===== config.mk =====
export PLATFORM = sky130hd
export DESIGN_NAME = ld_st_unit
export DESIGN_NICKNAME = d
export VERILOG_FILES = /design/src/rtl/loopers_pkg.sv /design/src/rtl/lsu_sq_fwd.sv /design/src/rtl/ld_st_unit.sv
export SDC_FILE = /design/constraint.sdc
export NUM_CORES = 1
export LEC_CHECK = 0
export CORE_MARGIN = 2
export CORE_UTILIZATION = 59
export CTS_BUF_LIST = sky130_fd_sc_hd__clkbuf_8
export CTS_CLUSTER_DIAMETER = 200
export DETAILED_ROUTE_END_ITERATION = 12
export MAX_ROUTING_LAYER = met4
export PLACE_DENSITY = 0.83
export SETUP_SLACK_MARGIN = 0.15
export SYNTH_ARGS = -nofsm -noshare
export SYNTH_HDL_FRONTEND = slang
export SYNTH_SLANG_ARGS = --single-unit

===== constraint.sdc =====
create_clock -name clk -period 5.95 [get_ports clk]
set_input_delay 1.19 -clock clk [delete_from_list [all_inputs] [get_ports clk]]
set_output_delay 1.19 -clock clk [all_outputs]
set_load 0.01 [all_outputs]

===== src/rtl/loopers_pkg.sv =====
// Shared types and widths for the Loopers memory stage.
// Store-queue entry layout lives here so every unit agrees on it.
package loopers_pkg;

  localparam int DATA_W       = 16;
  localparam int ADDR_W       = 16;
  localparam int TAG_W_DEF    = 6;
  localparam int SQ_DEPTH_DEF = 4;

  // Queue slot; the ROB tag is not stored because every op
  // reports completion the cycle after it is accepted.
  typedef struct packed {
    logic [ADDR_W-1:0] addr;
    logic [DATA_W-1:0] data;
    logic              cmt;
  } sq_entry_t;

endpackage


===== src/rtl/lsu_sq_fwd.sv =====
// Youngest-match selector for store-to-load forwarding.
// Scans oldest to youngest from head; the last hit wins.
module lsu_sq_fwd
  import loopers_pkg::*;
#(
  parameter int DEPTH = SQ_DEPTH_DEF,
  parameter int IW    = $clog2(DEPTH)
) (
  input  logic [DEPTH-1:0]             vld,
  input  logic [DEPTH-1:0][ADDR_W-1:0] addrs,
  input  logic [IW-1:0]                head,
  input  logic [ADDR_W-1:0]            ld_addr,
  output logic                         hit,
  output logic [IW-1:0]                hit_idx
);

  logic [IW-1:0] idx;

  // Age-ordered walk so a younger match overrides an older one
  always_comb begin
    hit     = 1'b0;
    hit_idx = '0;
    idx     = '0;
    for (int k = 0; k < DEPTH; k++) begin
      idx = head + IW'(k);
      if (vld[idx] && (addrs[idx] == ld_addr)) begin
        hit     = 1'b1;
        hit_idx = idx;
      end
    end
  end

endmodule


===== src/rtl/ld_st_unit.sv =====
// Load/store stage: in-order store queue, commit tracking,
// drain to data memory and store-to-load forwarding.
module ld_st_unit
  import loopers_pkg::*;
#(
  parameter int SQ_DEPTH = SQ_DEPTH_DEF,
  parameter int TAG_W    = TAG_W_DEF
) (
  input  logic              clk,
  input  logic              rst_n,
  input  logic              flush,
  input  logic              mem_vld,
  input  logic              mem_ld,
  input  logic [ADDR_W-1:0] mem_addr,
  input  logic [DATA_W-1:0] mem_st_data,
  input  logic [TAG_W-1:0]  mem_tag,
  output logic              mem_rdy,
  input  logic              st_cmt,
  output logic [ADDR_W-1:0] dmem_addr,
  output logic [DATA_W-1:0] dmem_wdata,
  output logic              dmem_we,
  output logic              dmem_re,
  input  logic [DATA_W-1:0] dmem_rdata,
  output logic              cmp_vld,
  output logic [TAG_W-1:0]  cmp_tag,
  output logic              cmp_is_ld,
  output logic [DATA_W-1:0] cmp_data,
  output logic              sq_full,
  output logic              sq_empty
);

  localparam int IW = $clog2(SQ_DEPTH);
  localparam int PW = IW + 1;

  sq_entry_t q [SQ_DEPTH];

  logic [PW-1:0] head;
  logic [PW-1:0] cmt_ptr;
  logic [PW-1:0] tail;
  logic [PW-1:0] cmt_nxt;
  logic [PW-1:0] occ;
  logic [PW-1:0] off;

  logic [SQ_DEPTH-1:0]             vld;
  logic [SQ_DEPTH-1:0][ADDR_W-1:0] addrs;

  logic          hit;
  logic [IW-1:0] hit_idx;

  sq_entry_t hd;

  logic acc;
  logic st_acc;
  logic ld_acc;
  logic ld_mem;
  logic cmt_ok;
  logic drain;

  logic              cmp_vld_q;
  logic              src_mem;
  logic [DATA_W-1:0] ld_data;

  assign occ      = tail - head;
  assign sq_empty = (head == tail);
  assign sq_full  = (head[IW-1:0] == tail[IW-1:0])
                  & (head[IW] != tail[IW]);
  assign mem_rdy  = ~sq_full;

  assign acc    = rst_n & mem_vld & mem_rdy & ~flush;
  assign st_acc = acc & ~mem_ld;
  assign ld_acc = acc & mem_ld;
  assign ld_mem = ld_acc & ~hit;

  // Only entries already queued can be committed this cycle
  assign cmt_ok  = st_cmt & (cmt_ptr != tail);
  assign cmt_nxt = cmt_ok ? cmt_ptr + PW'(1) : cmt_ptr;

  assign hd    = q[head[IW-1:0]];
  assign drain = ~sq_empty & hd.cmt & ~ld_mem;

  // Slot valid when its age offset from head is below occupancy
  always_comb begin
    vld   = '0;
    addrs = '0;
    off   = '0;
    for (int i = 0; i < SQ_DEPTH; i++) begin
      off      = {1'b0, IW'(i) - head[IW-1:0]};
      vld[i]   = (off < occ);
      addrs[i] = q[i].addr;
    end
  end

  lsu_sq_fwd #(
    .DEPTH (SQ_DEPTH),
    .IW    (IW)
  ) u_fwd (
    .vld     (vld),
    .addrs   (addrs),
    .head    (head[IW-1:0]),
    .ld_addr (mem_addr),
    .hit     (hit),
    .hit_idx (hit_idx)
  );

  // Memory port: an unforwarded load takes it ahead of drain
  always_comb begin
    dmem_re    = ld_mem;
    dmem_we    = drain;
    dmem_addr  = '0;
    dmem_wdata = '0;
    if (ld_mem) begin
      dmem_addr = mem_addr;
    end else if (drain) begin
      dmem_addr  = hd.addr;
      dmem_wdata = hd.data;
    end
  end

  // Queue pointers and entries; flush rewinds tail to commit point
  always_ff @(posedge clk or negedge rst_n) begin
    if (!rst_n) begin
      head    <= '0;
      cmt_ptr <= '0;
      tail    <= '0;
      for (int i = 0; i < SQ_DEPTH; i++) begin
        q[i] <= '0;
      end
    end else begin
      if (drain) begin
        head <= head + PW'(1);
      end
      cmt_ptr <= cmt_nxt;
      if (flush) begin
        tail <= cmt_nxt;
      end else if (st_acc) begin
        tail <= tail + PW'(1);
      end
      if (st_acc) begin
        q[tail[IW-1:0]] <= '{
          addr: mem_addr,
          data: mem_st_data,
          cmt:  1'b0
        };
      end
      if (cmt_ok) begin
        q[cmt_ptr[IW-1:0]].cmt <= 1'b1;
      end
    end
  end

  // Completion bundle registered one cycle after acceptance
  always_ff @(posedge clk or negedge rst_n) begin
    if (!rst_n) begin
      cmp_vld_q <= 1'b0;
      cmp_tag   <= '0;
      cmp_is_ld <= 1'b0;
      src_mem   <= 1'b0;
      ld_data   <= '0;
    end else begin
      cmp_vld_q <= acc;
      cmp_tag   <= acc ? mem_tag : '0;
      cmp_is_ld <= ld_acc;
      src_mem   <= ld_mem;
      ld_data   <= (ld_acc & hit) ? q[hit_idx].data : '0;
    end
  end

  // A flush kills the completion of last cycle's op as it emerges
  assign cmp_vld  = cmp_vld_q & ~flush;
  assign cmp_data = src_mem ? dmem_rdata : ld_data;

endmodule


After elaboration in Yosys (flattened, before gate mapping)

Cells that the tools add are included.

Register bits: 166
Input bits: 60
Output and inout port bits: 61
Logic and storage cells: 130

$add $sub $neg: 11
Order comparisons: 14
Equal/unequal tests: 8
Mux-type cells: 48
Bitwise logic cells: 22
Reduce and logical (&&, ||, !) cells: 7

Operators with widths:

| operator                                                   | count |
|---|---|
| bitwise mux 132 bit                                        | 2 |
| 2-to-1 mux 132 bit                                         | 2 |
| 2-to-1 mux 16 bit                                          | 10 |
| binary-select mux 33 bit (select 2 bit)                    | 2 |
| demux 33 bit (select 2 bit)                                | 2 |
| binary-select mux 16 bit (select 2 bit)                    | 4 |
| 2-to-1 mux 33 bit                                          | 3 |
| equality test 16 bit                                       | 4 |
| 2-to-1 mux 17 bit                                          | 2 |
| bitwise AND 1 bit                                          | 12 |
| >= comparator 3 bit, second input constant                 | 4 |
| less-than comparator 2 x 3 -> 1 bit                        | 4 |
| less-than comparator 2 x 3 -> 1 bit, second input constant | 4 |
| NOT 2 -> 3 bit                                             | 4 |
| adder 3 x 1 -> 3 bit, second input constant                | 3 |
| 2-to-1 mux 1 bit                                           | 9 |
| 2-to-1 mux 3 bit                                           | 3 |
| binary-select mux 1 bit (select 2 bit)                     | 4 |
| 2-to-1 mux 2 bit                                           | 4 |
| logical AND 1 bit                                          | 6 |
| less-than comparator 3 x 1 -> 1 bit, second input constant | 2 |
| 2-to-1 mux 6 bit                                           | 1 |
| NOT 1 bit                                                  | 6 |
| adder 2 bit, second input constant                         | 2 |
| 9 further kinds                                            | 11 |

Depth between registers and ports, before layout

Word-level depth: 15
Mapped depth: 19
Depth with buffers taken out: 16

Cells and area by module

Synthesis repeated with hierarchy kept, for this count alone.

Cells, all modules: 821
Area, all modules: 10946.7 µm²

Modules (own cells, without submodules):

| module     | times used | cells an instance | area an instance (µm²) | seq. area each (µm²) |
|---|---|---|---|---|
| ld_st_unit | 1          | 547               | 8237.9                 | 4154.0 |
| lsu_sq_fwd | 1          | 274               | 2708.8                 | 0.0 |

Worst setup path after synthesis

No wires, ideal clock.

Path kind: reg2out
Start: register head[1]
End: output port dmem_addr[10]
Arrival: 3932 ps
Data required time: 4760 ps
Path slack: 828 ps
Stages on the path, launching flop included: 18
Path buffers: 4
Cells stage by stage: dfrtp_1 buf_4 buf_4 buf_2 inv_1 fa_1 inv_1 ha_1 nor2b_1 o21ai_0 mux2i_1 nor2_1 o21ai_2 o2111ai_1 or2_2 inv_2 clkbuf_1 a22o_1

Word-level cells in the longest chain between the ends: 15
Elaborated cells between the ends (all ways): 59
Classes of those cells: add/sub (8); order compare (4); eq/ne (6); mux (25); bitwise (12); reduce/logical (4)

Ends and longest elaborated chain:

| element                                  | line              | text |
|---|---|---|
| start: declaration                       | ld_st_unit.sv:37  | `logic [PW-1:0] head;` |
| start signal: assignment                 | ld_st_unit.sv:130 | `head <= head + PW'(1);` |
| subtractor 3 bit (tied with other cells) | ld_st_unit.sv:63  | `assign occ = tail - head;` |
| less-than comparator 2 x 3 -> 1 bit      | ld_st_unit.sv:88  | `vld[i] = (off < occ);` |
| binary-select mux 1 bit (select 2 bit)   | lsu_sq_fwd.sv:26  | `if (vld[idx] && (addrs[idx] == ld_addr)) begin` |
| 2-to-1 mux 1 bit (implied by the code)   | lsu_sq_fwd.sv:26  |  |
| logical AND 1 bit                        | lsu_sq_fwd.sv:26  |  |
| 2-to-1 mux 1 bit (4 in a row)            | lsu_sq_fwd.sv:26  |  |
| NOT 1 bit                                | ld_st_unit.sv:72  | `assign ld_mem = ld_acc & ~hit;` |
| bitwise AND 1 bit *                      | ld_st_unit.sv:72  |  |
| via dmem_re                              | ld_st_unit.sv:22  | `output logic dmem_re,` |
| NOT 1 bit                                | ld_st_unit.sv:79  | `assign drain = ~sq_empty & hd.cmt & ~ld_mem;` |
| bitwise AND 1 bit                        | ld_st_unit.sv:79  |  |
| 2-to-1 mux 16 bit                        | ld_st_unit.sv:113 | `end else if (drain) begin` |
| 2-to-1 mux 16 bit *                      | ld_st_unit.sv:111 | `if (ld_mem) begin` |
| end: declaration                         | ld_st_unit.sv:19  | `output logic [ADDR_W-1:0] dmem_addr,` |

Mark *: on every way through the listed nets, which the timed path passes. The rest lies on a longest branch. The select of a mux whose other input is x is not followed.

Final worst setup path

Start: register head[0]
End: output port dmem_addr[6]

Word-level cells in the longest chain between the ends: 15
Elaborated cells between the ends (all ways): 59
Classes of those cells: add/sub (8); order compare (4); eq/ne (6); mux (25); bitwise (12); reduce/logical (4)

Ends and longest elaborated chain:

| element                                  | line |
|---|---|
| subtractor 3 bit (tied with other cells) | ld_st_unit.sv:63 |
| less-than comparator 2 x 3 -> 1 bit      | ld_st_unit.sv:88 |
| binary-select mux 1 bit (select 2 bit)   | lsu_sq_fwd.sv:26 |
| 2-to-1 mux 1 bit (implied by the code)   | lsu_sq_fwd.sv:26 |
| logical AND 1 bit                        | lsu_sq_fwd.sv:26 |
| 2-to-1 mux 1 bit (4 in a row)            | lsu_sq_fwd.sv:26 |
| NOT 1 bit                                | ld_st_unit.sv:72 |
| bitwise AND 1 bit                        | ld_st_unit.sv:72 |
| NOT 1 bit                                | ld_st_unit.sv:79 |
| bitwise AND 1 bit                        | ld_st_unit.sv:79 |
| 2-to-1 mux 16 bit                        | ld_st_unit.sv:113 |
| 2-to-1 mux 16 bit *                      | ld_st_unit.sv:111 |

Every way passes the cells marked *; elsewhere a longest branch is shown, timed or not. The select of a mux whose other input is x is not followed.

==> results.txt <==
The flow ran to the end, and the final reports show no timing, DRC or antenna violations. Clock input transition at the sequential cells of the worst setup and hold paths: 0.09 ns. The area of the die was 0.0199 mm2.

Post-synthesis cell count: 877. The mean instance size in the synthesized netlist is 12.6 um2. The path class of the tightest hold or removal check is in -> async. The number of levels the H-tree was split into was 4; the maximum fanout along the worst path was 37. After synthesis the cells add up to 0.0111 mm2. Counting cells, the worst reg-to-reg path comes to 12. The post-synthesis async set-or-reset flop share was 1.00; the post-layout net count was 1055. The site row count was 50; the count of buffer and inverter cells on the critical path was 3. Routed length per instance: 21.5 um.

For the total negative slack for setup checks, the log shows 0 ns. The total routing usage reported by global routing came out at 0.279. The clock latency on the worst-skew pair came out at 0.47 ns. The area of the placeable core came out at 0.0186 mm2. The count of TritonRoute iterations in the first routing pass came out at 5.

For the flop-to-flop setup slack, the log shows 1.34 ns. The root buffer cell chosen for the clock tree is clkbuf_8. The tool flagged a number of max-cap violations equal to 0. The initial antenna violation count was 0; the post-route clock period utilization was 0.943. The cell family contributing the most delay on the critical path is simple AND/OR/NAND/NOR gates. The smallest clock period supported by the final layout is computed as 5.61 ns. The delay contributed by the slowest stage of the critical path was 0.55 ns. The tools report the effective utilization at floorplan as 0.596. At the end of routability-driven placement, the weighted congestion stood at 0.874. The via count came out at 7917. From bottom edge to top edge, the die measures 141 um. The most common cell after layout, fill and taps aside was dfrtp_1. The tree built by TritonCTS fans out to 166 sinks. Setup repair after global routing left no endpoint under its margin.

Final hold analysis gives a worst-case slack of 0.491 ns. The detail route stage leaves a number of antenna-violating nets equal to 0. In this run, the number of DRC markers left after iteration 0 of detailed routing was 632. The number of nets in the synthesized netlist is 956. The final hold violation count came out at 0.

Wires add up to 26300 um. By startpoint and endpoint, the worst setup path is classified as reg -> out. The logs give 7440 uW for the sum of internal, switching and leakage power and 0.290 for the max-slew headroom at the worst pin. The run gives 178 MHz as the highest clock frequency the design can meet. The library cells used most frequently in the layout, excluding fill and tap cells, are dfrtp_1, mux2_2, clkdlybuf4s50_1.

The layout overhead on the synthesized area works out to 17.9%. Walking the worst path, the cells encountered are ha_1 > buf_12 > mux4_2 > xnor2_1 > nand4_1 > nor4_4 > nand2_1 > o2111ai_2 > or2_4 > nand3_2 > inv_4 > a22o_1 > clkdlybuf4s50_1. The tools report the kind of end point of the critical path as an output pin. Using the TritonRoute via totals, the vias-per-cell ratio works out to 6.47.

The tools report the launching instance or port of the critical path as head[0]. Total of fill cells in the finished design: 1306. For this design the ratio of total power to cell area is 571 mW/mm2. OpenSTA, run right after detailed placement, puts the worst setup slack at 0.319 ns.

The logs give 0.000319 V for the worst vdd rail ir drop and 0.0140 ns for the worst clock skew. Counting flops with a built-in enable in the synthesized netlist gives 0. In this run, post-CTS hold repair placed 0 buffers.

The number of antenna diodes in the final layout is 0. For the data required time of the worst path, the log shows 4.76 ns. The share of post-route cells with drive strength above 1 works out to 0.324. The number of max-slew violations in the final report was 0; the global-route wire length before repair was 41900 um.

The leakage power summed over all cells was 0.00568 uW; the arrival time of the worst setup path was 4.42 ns. In this run the critical register-to-register path is launched from head[0]. Entering global routing, the biggest net connects 85 pins.

In the final layout, the multi-input gates occupy 0.00654 mm2. For this design the top-level I/O count stands at 121. The run gives 7712 as the number of global-route vias before repair. The total overflow left after global routing is 0. Setup violations remaining at the end of the flow were counted as 0. After detailed routing, the number of remaining DRC violations is 0.

The tools report the maximum clock insertion buffer count as 2. The total area of sequential cells came out at 0.00416 mm2. Master of the slowest instance on the critical path: mux4_2. The HPWL after detailed placement is 17500 um. The tools report the startpoint class of the critical path as a flip-flop.

Synthesis inferred 166 register bits. TritonCTS built the clock tree. The pin slew with the least headroom to its limit is 1.06 ns.

The worst register-to-register path ends at ld_data[12]. The worst path meets setup with 0.338 ns of slack. The die is 141 um wide. The share of the yosys chip area belonging to registers came out at 0.375. The number of clock buffers added by TritonCTS is 17. The Yosys step of the flow raised 0 warnings. The count of buffers added on input and output ports is 120. Synthesis instantiated 45 different standard cells from the library. The dominant register cell in the synthesized netlist is dfrtp_1.
how the worst max path moves through the flow:
stage | endpoint | cells after the start
final | dmem_addr[6] | 13
after global routing | dmem_addr[6] | 18
after CTS | dmem_wdata[3] | 16
after detailed placement | dmem_addr[6] | 12
after global placement | dmem_addr[6] | 12
after floorplan | dmem_addr[10] | 17
layout make-up:
class | count | share of cell area
Multi-Input combinational cell | 623 | 0.501
Sequential cell | 166 | 0.319
Timing Repair Buffer | 153 | 0.115
Tap cell | 234 | 0.0224
Clock buffer | 18 | 0.0190
Clock inverter | 14 | 0.0182
Inverter | 15 | 0.00470
routing by layer:
metal / wire (um) / global-route usage
met1: 11300 / 0.385
met2: 12900 / 0.430
met3: 1710 / 0.0520
met4: 378 / 0.0800
met5: 0 / -
what timing repair did:
item / 4_1_cts / 5_1_grt
resized for setup: 5 / 19
setup buffers: 4 / 0
setup endpoints to repair: 30 / 34
power by group:
part           internal, uW  switching (uW)  leakage, uW
Clock                   525             455     0.000241
Combinational          2400            2040      0.00329
Sequential             1560             465      0.00214
metrics by stage:
step	utilization	instance area (um2)	instances
after floorplan	-	11100	877
after global placement	0.671	12500	1187
after detailed placement	0.671	12500	1187
after CTS	0.699	13000	1223
after global routing	0.702	13000	1223
final	0.702	13000	1223
synth_stat cells (2+ instances only):
library cell | instances | area [um2]
dfrtp_1 | 166 | 4150
mux2_2 | 145 | 1630
mux4_2 | 81 | 1820
mux2i_1 | 55 | 551
xnor2_1 | 53 | 464
nand2_1 | 49 | 184
clkbuf_1 | 39 | 146
o21ai_0 | 25 | 125
and2_1 | 23 | 144
xor2_1 | 21 | 184
nor2b_1 | 20 | 125
a22o_1 | 19 | 166
nor3_1 | 19 | 95.1
ha_1 | 18 | 225
nand3_1 | 18 | 90.1
a21o_1 | 16 | 120
and4_1 | 16 | 140
buf_1 | 13 | 48.8
inv_1 | 12 | 45.0
nand4_1 | 12 | 75.1
nor2_1 | 10 | 37.5
buf_2 | 9 | 45.0
buf_4 | 5 | 37.5
buf_6 | 4 | 45.0
nor4_1 | 4 | 25.0
inv_2 | 3 | 11.3
buf_8 | 2 | 30.0
nor4_2 | 2 | 25.0
nor4_4 | 2 | 42.5
kinds of logic (layout without fill, tap and decap cells):
| kind of cell | after synthesis | after routing | synth area share |
|---|---|---|---|
| multiplexers | 281 | 281 | 0.362 |
| AND/OR/NAND/NOR | 178 | 178 | 0.0911 |
| flip-flops | 166 | 166 | 0.375 |
| buffers and inverters | 88 | 200 | 0.0388 |
| XOR/XNOR | 75 | 75 | 0.0607 |
| AO/OA/AOI/OAI | 70 | 70 | 0.0499 |
| adder cells (fa/ha/maj) | 19 | 19 | 0.0222 |
worst register-to-register path: stages (launching register included):
cell and delay [ns]:
dfrtp_4 0.52, ha_1 0.33, buf_12 0.24, mux4_2 0.60
xnor2_1 0.20, nand4_1 0.24, nor4_4 0.37, nand2_1 0.14
a31o_2 0.44, a31oi_4 0.85, mux2i_1 0.32, mux2i_1 0.10
and2_1 0.16
(Power assumes the default switching activity.)
